File: config.mk
export PLATFORM = sky130hd
export DESIGN_NAME = decoder_scan_ctrl
export DESIGN_NICKNAME = d
export VERILOG_FILES = /design/src/rtl/decoder_scan_ctrl_pkg.sv /design/src/rtl/decoder_scan_ctrl_tick_counter.sv /design/src/rtl/decoder_scan_ctrl.sv
export SDC_FILE = /design/constraint.sdc
export NUM_CORES = 1
export LEC_CHECK = 0
export CAP_MARGIN = 15
export CORE_AREA = 4 4 41 43
export DETAILED_ROUTE_END_ITERATION = 10
export DIE_AREA = 0 0 45 47
export PLACE_DENSITY = 0.76
export SYNTH_ARGS = -nofsm -noshare
export SYNTH_HDL_FRONTEND = slang
export SYNTH_SLANG_ARGS = --single-unit
File: constraint.sdc
create_clock -name clk -period 3 [get_ports clk]
set_clock_uncertainty 0.1 [all_clocks]
set_input_delay 0.3 -clock clk [delete_from_list [all_inputs] [get_ports clk]]
set_output_delay 0.3 -clock clk [all_outputs]
set_load 0.005 [all_outputs]
File: src/rtl/decoder_scan_ctrl_pkg.sv
// Shared types and helpers for the decoder scan sequencer.
package decoder_scan_pkg;

    localparam int unsigned NUM_CH = 4;
    localparam int unsigned SEL_W  = 2;

    typedef enum logic [1:0] {
        IDLE   = 2'd0,
        ACTIVE = 2'd1,
        BLANK  = 2'd2
    } state_t;

    // Next unmasked channel strictly above cur, wrapping modulo NUM_CH.
    // If cur is the only unmasked channel it is returned; with an empty mask cur is returned.
    function automatic logic [SEL_W-1:0] next_ch(input logic [SEL_W-1:0]  cur,
                                                 input logic [NUM_CH-1:0] mask);
        logic [SEL_W-1:0] idx;
        logic             found;
        next_ch = cur;
        found   = 1'b0;
        for (int unsigned i = 1; i <= NUM_CH; i++) begin
            idx = cur + SEL_W'(i);
            if (!found && mask[idx]) begin
                next_ch = idx;
                found   = 1'b1;
            end
        end
    endfunction

    // cur is the highest unmasked channel when advancing from it wraps (or stays put).
    function automatic logic is_last_ch(input logic [SEL_W-1:0]  cur,
                                        input logic [NUM_CH-1:0] mask);
        return next_ch(cur, mask) <= cur;
    endfunction

endpackage

File: src/rtl/decoder_scan_ctrl_tick_counter.sv
// Loadable saturating down-counter timing the ACTIVE and BLANK phases.
module scan_tick_counter #(
    parameter int unsigned WIDTH = 3
) (
    input  logic             clk,
    input  logic             rst_n,
    input  logic             load,
    input  logic [WIDTH-1:0] load_val,
    output logic [WIDTH-1:0] count,
    output logic             zero
);

    logic [WIDTH-1:0] count_q;

    // Load has priority; otherwise count down and hold at zero.
    always_ff @(posedge clk) begin
        if (!rst_n) begin
            count_q <= '0;
        end else if (load) begin
            count_q <= load_val;
        end else if (count_q != '0) begin
            count_q <= count_q - WIDTH'(1);
        end
    end

    assign count = count_q;
    assign zero  = (count_q == '0);

endmodule

File: src/rtl/decoder_scan_ctrl.sv
// Time-multiplexing sequencer driving a 2-to-4 decoder's a[1:0] and enable.
// Channels are held active CLK_DIV clocks, separated by BLANK_CYCLES of enable low.
// Build option: define DECODER_SCAN_MASK_EN to honour the mask port; otherwise
// all four channels are scanned in fixed rotation and mask is ignored.
module decoder_scan_ctrl
    import decoder_scan_pkg::*;
#(
    parameter int unsigned CLK_DIV      = 4,
    parameter int unsigned BLANK_CYCLES = 1
) (
    input  logic       clk,
    input  logic       rst_n,
    input  logic       run,
    input  logic [3:0] mask,
    output logic [1:0] sel,
    output logic       enable,
    output logic       slot_done,
    output logic       frame_done
);

    localparam int unsigned CNT_W = $clog2(CLK_DIV + BLANK_CYCLES + 1);
    localparam logic [CNT_W-1:0] ACT_LOAD   = CNT_W'(CLK_DIV - 1);
    localparam logic [CNT_W-1:0] BLANK_LOAD = CNT_W'((BLANK_CYCLES > 0) ? BLANK_CYCLES - 1 : 0);

    logic [NUM_CH-1:0] eff_mask;

`ifdef DECODER_SCAN_MASK_EN
    assign eff_mask = mask;
`else
    logic unused_mask;
    assign unused_mask = ^mask;
    assign eff_mask    = '1;
`endif

    state_t            state_q, state_d;
    logic [SEL_W-1:0]  sel_q, sel_d;
    logic              en_q, en_d;
    logic              sd_q, sd_d;
    logic              fd_q, fd_d;
    logic [NUM_CH-1:0] mask_q, mask_d;

    logic              cnt_load;
    logic [CNT_W-1:0]  cnt_load_val;
    logic [CNT_W-1:0]  cnt;
    logic              cnt_zero;
    logic              advance;
    logic              from_idle;

    scan_tick_counter #(
        .WIDTH (CNT_W)
    ) u_tick (
        .clk      (clk),
        .rst_n    (rst_n),
        .load     (cnt_load),
        .load_val (cnt_load_val),
        .count    (cnt),
        .zero     (cnt_zero)
    );

    // Next-state and next-output decode; outputs are computed one clock ahead so they can be registered.
    // mask_q holds the mask latched at slot entry so frame_done ignores mid-slot mask changes.
    always_comb begin
        state_d      = state_q;
        sel_d        = sel_q;
        en_d         = en_q;
        sd_d         = 1'b0;
        fd_d         = 1'b0;
        mask_d       = mask_q;
        cnt_load     = 1'b0;
        cnt_load_val = '0;
        advance      = 1'b0;
        from_idle    = 1'b0;

        if (!run) begin
            state_d  = IDLE;
            en_d     = 1'b0;
            cnt_load = 1'b1;
        end else begin
            case (state_q)
                IDLE: begin
                    advance   = 1'b1;
                    from_idle = 1'b1;
                end
                ACTIVE: begin
                    if (cnt_zero) begin
                        if (BLANK_CYCLES > 0) begin
                            state_d      = BLANK;
                            en_d         = 1'b0;
                            cnt_load     = 1'b1;
                            cnt_load_val = BLANK_LOAD;
                        end else begin
                            advance = 1'b1;
                        end
                    end else begin
                        sd_d = (cnt == CNT_W'(1));
                        fd_d = sd_d && is_last_ch(sel_q, mask_q);
                    end
                end
                BLANK: begin
                    if (cnt_zero) begin
                        advance = 1'b1;
                    end
                end
                default: begin
                    state_d  = IDLE;
                    en_d     = 1'b0;
                    cnt_load = 1'b1;
                end
            endcase

            // Slot advance: the only point where the mask is sampled.
            if (advance) begin
                cnt_load = 1'b1;
                if (eff_mask == '0) begin
                    state_d = IDLE;
                    en_d    = 1'b0;
                end else begin
                    state_d      = ACTIVE;
                    en_d         = 1'b1;
                    sel_d        = next_ch(from_idle ? SEL_W'(NUM_CH - 1) : sel_q, eff_mask);
                    mask_d       = eff_mask;
                    cnt_load_val = ACT_LOAD;
                    sd_d         = (CLK_DIV == 1);
                    fd_d         = sd_d && is_last_ch(sel_d, eff_mask);
                end
            end
        end
    end

    // Sequencer state and registered outputs.
    always_ff @(posedge clk) begin
        if (!rst_n) begin
            state_q <= IDLE;
            sel_q   <= '0;
            en_q    <= 1'b0;
            sd_q    <= 1'b0;
            fd_q    <= 1'b0;
            mask_q  <= '0;
        end else begin
            state_q <= state_d;
            sel_q   <= sel_d;
            en_q    <= en_d;
            sd_q    <= sd_d;
            fd_q    <= fd_d;
            mask_q  <= mask_d;
        end
    end

    assign sel        = sel_q;
    assign enable     = en_q;
    assign slot_done  = sd_q;
    assign frame_done = fd_q;

endmodule
==> qor.yml <==
clk_pin_slew_worst_paths_ns: 0.07
fillers: 125
max_slew_margin_pct: 70.47
htreeDepth: 1
cp_arrival_ns: 1.38
finish.utilization_pct: 52.21
path_class: "flop to primary output"
peakVddDrop_v: 0.0002670
synth_commonest_cells: "10 x sky130_fd_sc_hd__dfxtp_1, 6 x sky130_fd_sc_hd__nand2_1, 5 x sky130_fd_sc_hd__a21oi_1, 5 x sky130_fd_sc_hd__ha_1, 5 x sky130_fd_sc_hd__inv_1"
synth.avg_cell_area_um2: 9.334
setup_violations: 0
synth.yosys.warnings: 0
synth_nets: 75
critPathTopFamily: "buffers and inverters"
ys_async_sr_fraction_pct: 0
p_int_mw: 0.2294
synth_top_cells_by_area: "sky130_fd_sc_hd__dfxtp_1 34%, sky130_fd_sc_hd__ha_1 11%, sky130_fd_sc_hd__buf_6 5.7%"
core_mm2: 0.001301
crit_slowest_cell: "sky130_fd_sc_hd__clkdlybuf4s50_1"
overall_global_routing_resource_usage_pct: 10.94
drt_first_pass_iters: 4
fin_tns_setup_ns: 0
layout.nets: 84
antenna_left: 0
flow.area_growth_from_synthesis_pct: 15.53
stdcell_count: 86
vias_per_cell: 5.360
floorplan.initialDensity_pct: 45.19
status: "finished, final reports clean"
cts.sink_count: 10
grt_pass1_vias: 385
post_drt_wl_per_cell_um: 12.17
cts_tree: "built"
power_density_mw_per_mm2: 443.9
globalRoute.totalOverflow: 0
timing.critical_path.cells: "clkdlybuf4s50_1"
synth_edf_count: 0
grt_pass1_wl_mm: 1.593
port-buffer-count: 7
core.rowCount: 13
cts-resized-gates: 0
diodes: 0
netlist-cell-type-count: 25
setup.worst_path.end_class: "primary output"
grt_antenna_before_repair: 0
synth_top_area_share_pct: 34.04
total_power_mw: 0.3016
finalWorstPathRequiredPeriod_ns: 1.781
power_frac_clock_pct: 39.9
multi_input_area_um2: 335.3
placed_cells: 82
total_via_count_after_detailed_routing: 461
tightestPinTransition_ns: 0.4424
swShare_pct: 23.94
timing.critical_path.slowest_cell_delay_ns: 0.58
cts_made_buffers: 3
final_max_slew_viol_count: 0
hold_violations_final: 0
netlist.top_cell.by_area: "sky130_fd_sc_hd__dfxtp_1"
detail_route.iter0.violations: 13
io-pin-count: 12
postCtsSetupBuffers: 0
p_switching_mw: 0.07219
worst_hold_slack_ns: 0.3955
worst_ep_required_time_ns: 2.60
fin_area_um2: 679.4
drt_drc_violations_left: 0
cts.root.buffer_cell: "sky130_fd_sc_hd__clkbuf_4"
cts_max_path_buffers: 2
detailedPlace.worstSlack_ns: 1.229
die_width_um: 45
grt_setup_unrepaired: "no"
floorplan.die_area_mm2: 0.002115
die_height_um: 47
worstSetupStartpointType: "flop"
min_period_over_period_pct: 59.36
dpl_cell_area_um2: 643.1
critical_path.n_buffers_inverters: 1
layout-drive-gt1-share_pct: 9.859
postSynthCellCount: 63
grt_start_max_net_pins: 14
proportion_of_power_drawn_by_flip_flops_and_latches_pct: 47.5
yosys_register_bits: 10
critical_path.max_fanout: 11
timing.fmax_mhz: 561.6
synth_sequential_area_ratio_pct: 34.04
insertion_delay_ns: 0.26
postSynth.topFlopCell: "sky130_fd_sc_hd__dfxtp_1"
max-cap-violations: 0
postCtsHoldBufs: 0
dpl.hpwl_um: 779.9
gp_congestion: 0.6749
setup_ws_ns: 1.219
summed_instance_area_of_the_synthesized_netlist_um2: 588.1
comb_power_share_pct: 12.6
seqCellArea_um2: 200.2
holdCritPathClass: "flop to flop"
post_route_wl_mm: 1.047
dominant_cell_by_count_in_the_synthesized_netlist: "sky130_fd_sc_hd__dfxtp_1"
power.static_leakage_nw: 0.2592
==> power groups by stage <==
stage | combinational [mW] | clock, mW | sequential [mW]
floorplan | 0.0316 | 0 | 0.143
global placement | 0.0369 | 0 | 0.146
detailed placement | 0.0383 | 0 | 0.146
CTS | 0.0385 | 0.125 | 0.143
global route | 0.0424 | 0.131 | 0.144
finish | 0.0381 | 0.120 | 0.143
==> worst paths after layout <==
path                                                    from  slack, ns  cells after the start                            to
worst max register to register  u_tick.count[0]$_SDFFE_PN0P_       1.33                      5  u_tick.count[0]$_SDFFE_PN0P_
worst min register to register        mask_q[0]$_SDFFE_PN0P_       0.40                      1        mask_q[0]$_SDFFE_PN0P_
worst min-delay path                  mask_q[0]$_SDFFE_PN0P_       0.40                      1        mask_q[0]$_SDFFE_PN0P_
worst max-delay path                     enable$_SDFFE_PN0P_       1.22                      1                        enable
==> layout make-up <==
class                           count  share of cell area, %
Clock buffer                        4                  5.341
Inverter                            5                  2.762
Multi-Input combinational cell     45                  49.36
Sequential cell                    10                  29.47
Tap cell                           15                  2.762
Timing Repair Buffer                7                  10.31
==> metal layers <==
| layer | up-vias | wire length [um] | track usage, % | share of wire [%] |
|---|---|---|---|---|
| met1 | 210 | 473 | 12.18 | 45 |
| met4 | 0 | 12 | 7.018 | 1.1 |
| li1 | 236 | - | - | - |
| met5 | - | 0 | 0 | 0 |
| met3 | 2 | 55 | 3.448 | 5.3 |
| met2 | 13 | 505 | 18.08 | 48 |
==> logic make-up (layout without fill, tap and decap cells) <==
logic type               after synthesis  count (layout)  share of synthesized area [%]
AO/OA/AOI/OAI                         16              16                          18.51
XOR/XNOR                               3               3                          4.469
adder cells (fa/ha/maj)                5               5                          10.64
buffers and inverters                  8              16                          8.936
flip-flops                            10              10                          34.04
AND/OR/NAND/NOR                       21              21                          23.41
==> flip-flops by register name, indices dropped and copies added (netlist names) <==
signal        flops
u_tick.count      3
sel               2
enable            1
frame_done        1
mask_q            1
slot_done         1
state_q           1
==> layout by cell type, fill, tap and decap left out, types with 2 or more instances in the layout <==
master	Yosys	routed
sky130_fd_sc_hd__nand2b_4	2	2
sky130_fd_sc_hd__ha_1	5	5
sky130_fd_sc_hd__a21o_1	2	2
sky130_fd_sc_hd__xnor2_1	2	2
sky130_fd_sc_hd__nand3_1	2	2
sky130_fd_sc_hd__nand3b_1	3	3
sky130_fd_sc_hd__dfxtp_1	10	10
sky130_fd_sc_hd__clkbuf_4	0	3
sky130_fd_sc_hd__nand2_1	6	6
sky130_fd_sc_hd__clkdlybuf4s50_1	0	7
sky130_fd_sc_hd__nor3_1	2	2
sky130_fd_sc_hd__a21boi_0	2	2
sky130_fd_sc_hd__o31a_1	2	2
sky130_fd_sc_hd__a21oi_1	5	5
sky130_fd_sc_hd__a31oi_1	2	2
sky130_fd_sc_hd__inv_1	5	5
Power figures use the tool's default switching activity.
